===== src/rtl/ibex_pkg.sv =====
// ibex_pkg: shared definitions for the data access unit.
//   DT_WORD/DT_HALF/DT_BYTE : data_type encodings (1x = byte)
//   ls_fsm_e                : load/store FSM states
//   lsu_misaligned()        : 1 if an access has to be split across two words
package ibex_pkg;

  localparam logic [1:0] DT_WORD = 2'b00;
  localparam logic [1:0] DT_HALF = 2'b01;
  localparam logic [1:0] DT_BYTE = 2'b10;

  typedef enum logic [2:0] {
    IDLE,
    WAIT_GNT_MIS,
    WAIT_RVALID_MIS,
    WAIT_GNT,
    WAIT_RVALID
  } ls_fsm_e;

  function automatic logic lsu_misaligned(input logic [1:0] dt, input logic [1:0] off);
    return ((dt == DT_WORD) && (off != 2'b00)) || ((dt == DT_HALF) && (off == 2'b11));
  endfunction

endpackage


===== src/rtl/ibex_lsu_data_align.sv =====
// ibex_lsu_data_align: combinational byte-lane logic for the data access unit.
//   i_data_type  : access width (ibex_pkg encoding)
//   i_addr_off   : address bits [1:0]
//   i_part2      : 1 while the second half of a split access is on the bus
//   i_sign_ext   : sign-extend the load result
//   i_wdata      : store data (rs2)
//   i_rdata_lo   : lower word of the load (first part, or the only word)
//   i_rdata_hi   : upper word of the load (second part of a split access)
//   o_be         : byte enables for the current bus transaction
//   o_wdata      : store data rotated into its byte lanes
//   o_rdata      : aligned and extended load result
module ibex_lsu_data_align
  import ibex_pkg::*;
(
  input  logic [1:0]  i_data_type,
  input  logic [1:0]  i_addr_off,
  input  logic        i_part2,
  input  logic        i_sign_ext,
  input  logic [31:0] i_wdata,
  input  logic [31:0] i_rdata_lo,
  input  logic [31:0] i_rdata_hi,
  output logic [3:0]  o_be,
  output logic [31:0] o_wdata,
  output logic [31:0] o_rdata
);

  logic [3:0]  w_mask;
  logic [7:0]  w_be_full;
  logic [31:0] w_shift;
  logic [7:0]  w_unused_hi;

  // The top byte of the upper word can never land in the result.
  assign w_unused_hi = i_rdata_hi[31:24];

  always_comb begin
    w_mask = i_data_type[1] ? 4'b0001 : (i_data_type[0] ? 4'b0011 : 4'b1111);
    // Enables for both words at once; the low nibble is the first word,
    // the high nibble the spill-over into the next word.
    w_be_full = {4'b0000, w_mask} << i_addr_off;
    o_be      = i_part2 ? w_be_full[7:4] : w_be_full[3:0];

    case (i_addr_off)
      2'd0:    o_wdata = i_wdata;
      2'd1:    o_wdata = {i_wdata[23:0], i_wdata[31:24]};
      2'd2:    o_wdata = {i_wdata[15:0], i_wdata[31:16]};
      default: o_wdata = {i_wdata[7:0],  i_wdata[31:8]};
    endcase

    // {hi, lo} >> off*8, keeping only the 32 bits that can matter
    case (i_addr_off)
      2'd0:    w_shift = i_rdata_lo;
      2'd1:    w_shift = {i_rdata_hi[7:0],  i_rdata_lo[31:8]};
      2'd2:    w_shift = {i_rdata_hi[15:0], i_rdata_lo[31:16]};
      default: w_shift = {i_rdata_hi[23:0], i_rdata_lo[31:24]};
    endcase

    if (i_data_type[1])
      o_rdata = {{24{i_sign_ext & w_shift[7]}}, w_shift[7:0]};
    else if (i_data_type[0])
      o_rdata = {{16{i_sign_ext & w_shift[15]}}, w_shift[15:0]};
    else
      o_rdata = w_shift;
  end

endmodule


===== src/rtl/ibex_data_access_unit.sv =====
// ibex_data_access_unit: load/store unit between ID and the data bus.
// Optional feature macro: IBEX_LSU_MISALIGNED_EN
//   defined     : misaligned accesses are split into two bus transactions
//   not defined : misaligned accesses never reach the bus and return an error
// Ports:
//   clk_i, rst_i (async, active high)
//   ID side : data_req_ex_i, data_we_ex_i, data_type_ex_i, data_sign_ext_ex_i,
//             data_wdata_ex_i, adder_result_ex_i -> lsu_addr_incr_req_o,
//             lsu_addr_last_o, lsu_valid_o, load_err_o, store_err_o,
//             regfile_wdata_lsu_o, busy_o
//   Bus side: data_req_o, data_gnt_i, data_addr_o, data_we_o, data_be_o,
//             data_wdata_o, data_rvalid_i, data_err_i, data_rdata_i
module ibex_data_access_unit
  import ibex_pkg::*;
(
  input  logic        clk_i,
  input  logic        rst_i,
  input  logic        data_req_ex_i,
  input  logic        data_we_ex_i,
  input  logic [1:0]  data_type_ex_i,
  input  logic        data_sign_ext_ex_i,
  input  logic [31:0] data_wdata_ex_i,
  input  logic [31:0] adder_result_ex_i,
  output logic        lsu_addr_incr_req_o,
  output logic [31:0] lsu_addr_last_o,
  output logic        lsu_valid_o,
  output logic        load_err_o,
  output logic        store_err_o,
  output logic [31:0] regfile_wdata_lsu_o,
  output logic        busy_o,
  output logic        data_req_o,
  input  logic        data_gnt_i,
  output logic [31:0] data_addr_o,
  output logic        data_we_o,
  output logic [3:0]  data_be_o,
  output logic [31:0] data_wdata_o,
  input  logic        data_rvalid_i,
  input  logic        data_err_i,
  input  logic [31:0] data_rdata_i
);

  ls_fsm_e     r_state;
  logic        r_part;     // second part of a split access in flight
  logic [31:0] r_rdata_q;
  logic        r_err_q;
  logic [31:0] r_addr_last;

  logic        w_mis;
  logic        w_accept;
  logic        w_part2;
  logic        w_err;
  logic [3:0]  w_be;
  logic [31:0] w_wdata;
  logic [31:0] w_rdata;

  assign w_mis = lsu_misaligned(data_type_ex_i, adder_result_ex_i[1:0]);

`ifdef IBEX_LSU_MISALIGNED_EN
  assign w_accept            = (r_state == IDLE) && data_req_ex_i;
  assign w_part2             = r_part || (r_state == WAIT_RVALID_MIS);
  assign lsu_addr_incr_req_o = ((r_state == WAIT_RVALID_MIS) && data_rvalid_i) ||
                               ((r_state == WAIT_GNT) && r_part);
  assign lsu_valid_o         = (r_state == WAIT_RVALID) && data_rvalid_i;
  assign w_err               = data_err_i | r_err_q;
  assign data_req_o          = (w_accept) || (r_state == WAIT_GNT_MIS) || (r_state == WAIT_GNT) ||
                               ((r_state == WAIT_RVALID_MIS) && data_rvalid_i);
`else
  // Misaligned access: report the fault one cycle after acceptance; the flag
  // also blocks re-accepting the still-held request in that cycle.
  logic r_mis_err;
  assign w_accept            = (r_state == IDLE) && data_req_ex_i && !r_mis_err;
  assign w_part2             = r_part;
  assign lsu_addr_incr_req_o = 1'b0;
  assign lsu_valid_o         = ((r_state == WAIT_RVALID) && data_rvalid_i) || r_mis_err;
  assign w_err               = r_mis_err | data_err_i | r_err_q;
  assign data_req_o          = (w_accept && !w_mis) || (r_state == WAIT_GNT);
`endif

  assign load_err_o  = lsu_valid_o && w_err && !data_we_ex_i;
  assign store_err_o = lsu_valid_o && w_err && data_we_ex_i;
  assign busy_o      = (r_state != IDLE);

  ibex_lsu_data_align u_align (
    .i_data_type (data_type_ex_i),
    .i_addr_off  (adder_result_ex_i[1:0]),
    .i_part2     (w_part2),
    .i_sign_ext  (data_sign_ext_ex_i),
    .i_wdata     (data_wdata_ex_i),
    .i_rdata_lo  (r_part ? r_rdata_q : data_rdata_i),
    .i_rdata_hi  (data_rdata_i),
    .o_be        (w_be),
    .o_wdata     (w_wdata),
    .o_rdata     (w_rdata)
  );

  // Bus fields are only meaningful while requesting; keep them quiet otherwise.
  assign data_addr_o         = data_req_o ? {adder_result_ex_i[31:2], 2'b00} : 32'h0;
  assign data_we_o           = data_req_o & data_we_ex_i;
  assign data_be_o           = data_req_o ? w_be : 4'h0;
  assign data_wdata_o        = data_req_o ? w_wdata : 32'h0;
  assign regfile_wdata_lsu_o = lsu_valid_o ? w_rdata : 32'h0;
  assign lsu_addr_last_o     = r_addr_last;

  always_ff @(posedge clk_i or posedge rst_i) begin
    if (rst_i) begin
      r_state     <= IDLE;
      r_part      <= 1'b0;
      r_rdata_q   <= 32'h0;
      r_err_q     <= 1'b0;
      r_addr_last <= 32'h0;
`ifndef IBEX_LSU_MISALIGNED_EN
      r_mis_err   <= 1'b0;
`endif
    end else begin
      if (data_req_o && data_gnt_i) r_addr_last <= adder_result_ex_i;
`ifndef IBEX_LSU_MISALIGNED_EN
      r_mis_err <= 1'b0;
`endif
      case (r_state)
        IDLE: begin
          if (w_accept) begin
            r_err_q <= 1'b0;
            r_part  <= 1'b0;
`ifdef IBEX_LSU_MISALIGNED_EN
            if (w_mis) r_state <= data_gnt_i ? WAIT_RVALID_MIS : WAIT_GNT_MIS;
            else       r_state <= data_gnt_i ? WAIT_RVALID     : WAIT_GNT;
`else
            if (w_mis) begin
              r_mis_err   <= 1'b1;
              r_addr_last <= adder_result_ex_i;
            end else begin
              r_state <= data_gnt_i ? WAIT_RVALID : WAIT_GNT;
            end
`endif
          end
        end
`ifdef IBEX_LSU_MISALIGNED_EN
        WAIT_GNT_MIS: if (data_gnt_i) r_state <= WAIT_RVALID_MIS;
        WAIT_RVALID_MIS: begin
          if (data_rvalid_i) begin
            r_rdata_q <= data_rdata_i;
            r_err_q   <= data_err_i;
            r_part    <= 1'b1;
            r_state   <= data_gnt_i ? WAIT_RVALID : WAIT_GNT;
          end
        end
`endif
        WAIT_GNT: if (data_gnt_i) r_state <= WAIT_RVALID;
        WAIT_RVALID: begin
          if (data_rvalid_i) begin
            r_state <= IDLE;
            r_part  <= 1'b0;
          end
        end
        default: r_state <= IDLE;
      endcase
    end
  end

endmodule

===== config.mk =====
export PLATFORM = sky130hd
export DESIGN_NAME = ibex_data_access_unit
export DESIGN_NICKNAME = d
export VERILOG_FILES = /design/src/rtl/ibex_pkg.sv /design/src/rtl/ibex_lsu_data_align.sv /design/src/rtl/ibex_data_access_unit.sv
export SDC_FILE = /design/constraint.sdc
export NUM_CORES = 1
export LEC_CHECK = 0
export BUFFER_PORTS_ARGS = -buffer_cell sky130_fd_sc_hd__buf_2
export CAP_MARGIN = 20
export CORE_ASPECT_RATIO = 1.5
export CORE_MARGIN = 2
export CORE_UTILIZATION = 44
export DETAILED_ROUTE_END_ITERATION = 6
export PLACE_DENSITY = 0.82
export SKIP_CTS_REPAIR_TIMING = 1
export SLEW_MARGIN = 25
export SYNTH_ARGS = -nofsm -noshare
export SYNTH_HDL_FRONTEND = slang
export SYNTH_SLANG_ARGS = --single-unit
export TNS_END_PERCENT = 5

===== constraint.sdc =====
create_clock -name clk_i -period 1.96 [get_ports clk_i]
set_input_delay 0.196 -clock clk_i [delete_from_list [all_inputs] [get_ports clk_i]]
set_output_delay 0.196 -clock clk_i [all_outputs]
set_load 0.01 [all_outputs]

; After elaboration in Yosys (flattened, before gate mapping)
; Index checks and enable logic that the tools add are counted.
[classes]
n_eq_ne = 10
n_shift = 1
muxes = 28
bitwise_logic = 4
n_reduce_logical = 24
[op_table]
columns = operator, count
row1 = $mux 32, 10
row2 = $pmux 32 s3, 2
row3 = $mux 4, 4
row4 = $mux 3, 5
row5 = $logic_and 1x1->1, 10
row6 = $pmux 3 s3, 1
row7 = $ne 2x2->1 const B, 4
row8 = $shl 4x2->8, 1
row9 = $mux 1, 5
row10 = $eq 2x1->1 const B, 2
row11 = $eq 2x2->1 const B, 2
row12 = $logic_not 2->1, 2
row13 = $reduce_and 4->1, 1
row14 = $reduce_bool 2->1, 2
row15 = $and 1x1->1, 3
row16 = $eq 3x2->1 const B, 1
row17 = $eq 3x3->1 const B, 1
row18 = $logic_not 1->1, 3
row19 = $logic_not 3->1, 1
row20 = $logic_or 1x1->1, 3
row21 = $reduce_and 3->1, 1
row22 = $reduce_bool 3->1, 1
row23 = $pmux 1 s2, 1
row24 = $or 1x1->1, 1
[word_totals]
ff_bits = 37
out_inout_bits = 139

; Depth between registers and ports, before layout
[logic_depth]
ltp_word = 11
depth_mapped = 8
ltp_nobuf = 5

; By module
; From an unflattened synthesis, not the netlist that was laid out.
[hier_totals]
cells_unflattened = 360
area_unflattened_um2 = 4172.8
[modules_own_cells]
columns = mod, instances, cells_each, area_per_inst_um2
row1 = ibex_data_access_unit, 1, 204, 2193.4
row2 = ibex_lsu_data_align, 1, 156, 1979.4

; Worst setup path before layout
; No wires, ideal clock.
[synth_path]
path_type = reg-to-reg
from = register r_state[2]
to = register r_addr_last[10], in the netlist lsu_addr_last_o[10]
setup_ns = 0.125
arrival_ns = 1.559
slack_ns = 0.275
stages_incl_launch_ff = 6
path_buffers = 1
path_cell_list = dfrtp_1 or2_1 a2111oi_4 a21oi_2 buf_6 mux2_4
[synth_between]
elab_chain_len = 10
elab_cells_between_ends = 11
classes_between = eq/ne: 1 / mux: 4 / reduce/logical: 6
[synth_rtl]
columns = element, line
row1 = from (decl), ibex_data_access_unit.sv:42  ; ls_fsm_e r_state;
row2 = from (signal assigned), ibex_data_access_unit.sv:132  ; r_state <= data_gnt_i ? WAIT_RVALID : WAIT_GNT;
row3 = $logic_not 3->1, "ibex_data_access_unit.sv:71, ibex_data_access_unit.sv:119"
row4 = $logic_and 1x1->1 (2 in series), ibex_data_access_unit.sv:71  ; assign w_accept = (r_state == IDLE) && data_req_ex_i && !r_mis_err;
row5 = $logic_and 1x1->1, ibex_data_access_unit.sv:76  ; assign data_req_o = (w_accept && !w_mis) || (r_state == WAIT_GNT);
row6 = $logic_or 1x1->1, ibex_data_access_unit.sv:76
row7 = $logic_and 1x1->1, ibex_data_access_unit.sv:115  ; if (data_req_o && data_gnt_i) r_addr_last <= adder_result_ex_i;
row8 = $mux 32, ibex_data_access_unit.sv:115
row9 = $mux 32, ibex_data_access_unit.sv:128  ; if (w_mis) begin
row10 = $mux 32, ibex_data_access_unit.sv:121  ; if (w_accept) begin
row11 = $mux 32 (*), ibex_data_access_unit.sv:119  ; case (r_state)
row12 = to (signal assigned), ibex_data_access_unit.sv:115
row13 = to (signal assigned), ibex_data_access_unit.sv:130  ; r_addr_last <= adder_result_ex_i;
row14 = to (decl), ibex_data_access_unit.sv:46  ; logic [31:0] r_addr_last;
; Mark *: on every way between the ends. The rest lies on a longest branch, timed or not.
; A chain may end at the register's enable or synchronous reset.

; Worst setup path after layout
[layout_path]
from = register r_mis_err
to = output data_addr_o[13]
[layout_between]
elab_chain_len = 5
[layout_rtl]
columns = element, line
row1 = from (decl), ibex_data_access_unit.sv:70  ; logic r_mis_err;
row2 = from (signal assigned), ibex_data_access_unit.sv:112  ; r_mis_err <= 1'b0;
row3 = from (signal assigned), ibex_data_access_unit.sv:117  ; r_mis_err <= 1'b0;
row4 = from (signal assigned), ibex_data_access_unit.sv:129  ; r_mis_err <= 1'b1;
row5 = $logic_not 1->1, ibex_data_access_unit.sv:71
row6 = $logic_and 1x1->1, ibex_data_access_unit.sv:71
row7 = $logic_and 1x1->1, ibex_data_access_unit.sv:76
row8 = $logic_or 1x1->1, ibex_data_access_unit.sv:76
row9 = $mux 32, ibex_data_access_unit.sv:97  ; assign data_addr_o = data_req_o ? {adder_result_ex_i[31:2], 2'b00} : 32'h0;
row10 = to (decl), ibex_data_access_unit.sv:33  ; output logic [31:0] data_addr_o,
; Every way passes these cells.

==> results.ini <==
[power_and_ir_drop]
peakVddDrop_mv=0.483
pwr-share-seq=0.279
netSwitchingPower_mw=1.44
cell_internal_pwr_mw=2.51
clkPwrFrac=0.186
switching_share=0.364
powerDensity_mw_per_mm2=747
p_comb_frac=0.536
leakage_nw=2.83

[floorplan]
rows=41
dieWidth_um=79.5
io_pins=245
fp.coreArea_mm2=0.00836
die-height_um=117
start_util=0.450
dieArea_mm2=0.00932

[sta]
grt_setup_unrepaired=no
slew_violations=0
hold_viol=0
tns_ns=0
clock_skew_ns=0.00572
setup_viol=0
fin_crit_sh=0.958
fmax_mhz=533
min_period_ns=1.88

[place]
dp_hpwl_um=9150
dp.cells=711
place_congestion=0.820
portBuffers=241

[worst_hold_path]
min_path_type=input pin to register
worstHoldPathCells=2
holdCritStartpoint=data_gnt_i

[synthesis]
ys.flop_type=dfrtp_1
synth_seq_area_share=0.233
yosys_register_bits=35
synth_edf_count=0
yosysTopAreaCellShare=0.233
synth.most_common_cell=and2_1
yosysWarnings=32
syn_avg_cell_area_um2=9.78
syn_inst=385
syn-cell-area_mm2=0.00376
synth.top_cells.by_count=and2_1, nand2_1, dfrtp_1
yosysTopAreaCell=dfrtp_1
yosys-top-cells-area=dfrtp_1, mux4_2, mux2_4, and2_1, mux2i_1
synthArstFlopShare=1.00
ys_types=35

[clock_network]
cts_tree=done
cts_sinks=35
cts_root_buf=clkbuf_16
clkTransAtPathRegs_ns=0.05
htree_levels=2
cts_buffer_depth=2
cts_made_buffers=5
worstSkewPairLatency_ns=0.27

[layout]
diodes=0
fin_cells=722
area_growth_pct=40.2
post-route-util=0.631
nets=720
layout-drive-gt1-share=0.548

[setup_path]
critPathMaxFanout=32
r2r_cells=5
path_class=register to output pin
crit_required_ns=1.76
r2r-start=r_state[2]
cp_data_arrival_time_ns=1.68
start_kind=register
worstSetupStartpoint=r_mis_err
end_kind=output pin

[grt]
antenna_found_initial=0
grt_pass1_vias=3669
grt_max_degree=66
grt_pass1_wl_um=17600
grt-ovfl-total=0
gr-usage-all-layers=0.233

[status]
status=complete, no violations

[route]
vias=3863
drt_wl_total_um=11800
ant_nets=0
routedWlPerCell_um=16.3
drt_pass1_iterations=4
vias_per_cell=5.35
drc=0
drtIter0Drc=179

[job]
cap_viol_max_count=0

[power by group through the flow]
stage               logic [mW]  clock network, mW  registers (mW)
finish                    2.11              0.732            1.10
detailed placement        2.07                  0            1.10
global route              2.28              0.766            1.12
global placement          2.01                  0            1.08
floorplan                 1.14                  0            1.20
CTS                       2.08              0.739            1.10
[through the flow]
| step | total power, mW | hold slack (ns) | area [um^2] | worst slack, ns |
|---|---|---|---|---|
| finish | 3.94 | 0.145 | 5280 | 0.0823 |
| global route | 4.16 | 0.158 | 5280 | 0.0119 |
| CTS | 3.92 | -0.0703 | 5220 | -0.0619 |
| detailed placement | 3.17 | 0.211 | 5080 | 0.142 |
| global placement | 3.10 | 0.200 | 5080 | 0.172 |
| floorplan | 2.34 | 0.260 | 3770 | 0.275 |
[critical path: stages, from the launching register on]
cell	delay (ns)
dfrtp_1	0.36
nand2b_4	0.16
nor2_1	0.05
a21oi_2	0.21
inv_2	0.10
clkbuf_16	0.20
and2_1	0.18
buf_2	0.13
[placed cells by master, fill, tap and decap left out, types with 2 or more instances in the layout]
cell       instances
mux4_2            32
mux2_4            30
buf_12             5
mux2_2             2
dfrtp_1           35
nand2_1           44
conb_1             3
a21oi_1           28
and2_1            63
buf_2            240
clkbuf_16          6
nor2b_1            9
nand2_2            2
inv_1              4
o221ai_1           2
buf_4             10
a211oi_1          15
a211o_1            7
a21o_1             2
inv_2              2
mux2i_1           25
clkbuf_1           2
nor2_1            30
[metal layers]
| metal | track usage | wire [um] | vias to the layer above |
|---|---|---|---|
| met3 | 0.0276 | 709 | 27 |
| met1 | 0.268 | 4370 | 1841 |
| met2 | 0.444 | 6380 | 160 |
| li1 | - | - | 1835 |
| met4 | 0.0724 | 343 | 0 |
| met5 | 0 | 0 | - |
[cell families after synthesis]
| family | after synthesis | share of synthesized area |
|---|---|---|
| AO/OA/AOI/OAI | 60 | 0.111 |
| buffers and inverters | 44 | 0.0608 |
| other | 1 | 0.000996 |
| multiplexers | 89 | 0.384 |
| flip-flops | 35 | 0.233 |
| AND/OR/NAND/NOR | 156 | 0.211 |
[cell type report]
cell class	instances	area, um^2
Fill cell	720	3090
Multi-Input combinational cell	308	2690
Timing Repair Buffer	257	1410
Sequential cell	35	876
Tap cell	107	134
Clock buffer	7	133
Inverter	7	26.3
Clock inverter	1	5.00
[path summary, 6_finish.rpt]
check                                 endpoint  slack, ns
max                            data_addr_o[13]       0.08
max in group asynchronous           r_state[1]       0.81
min reg2reg                lsu_addr_last_o[22]       0.50
max reg2reg                lsu_addr_last_o[15]       0.16
min in group asynchronous  lsu_addr_last_o[23]       0.48
min                                 r_state[1]       0.15
[registers in the layout, summed over array words and instances (netlist names)]
signal / cells
lsu_addr_last_o: 32
r_mis_err: 1
r_state: 2
(Power assumes the default switching activity.)
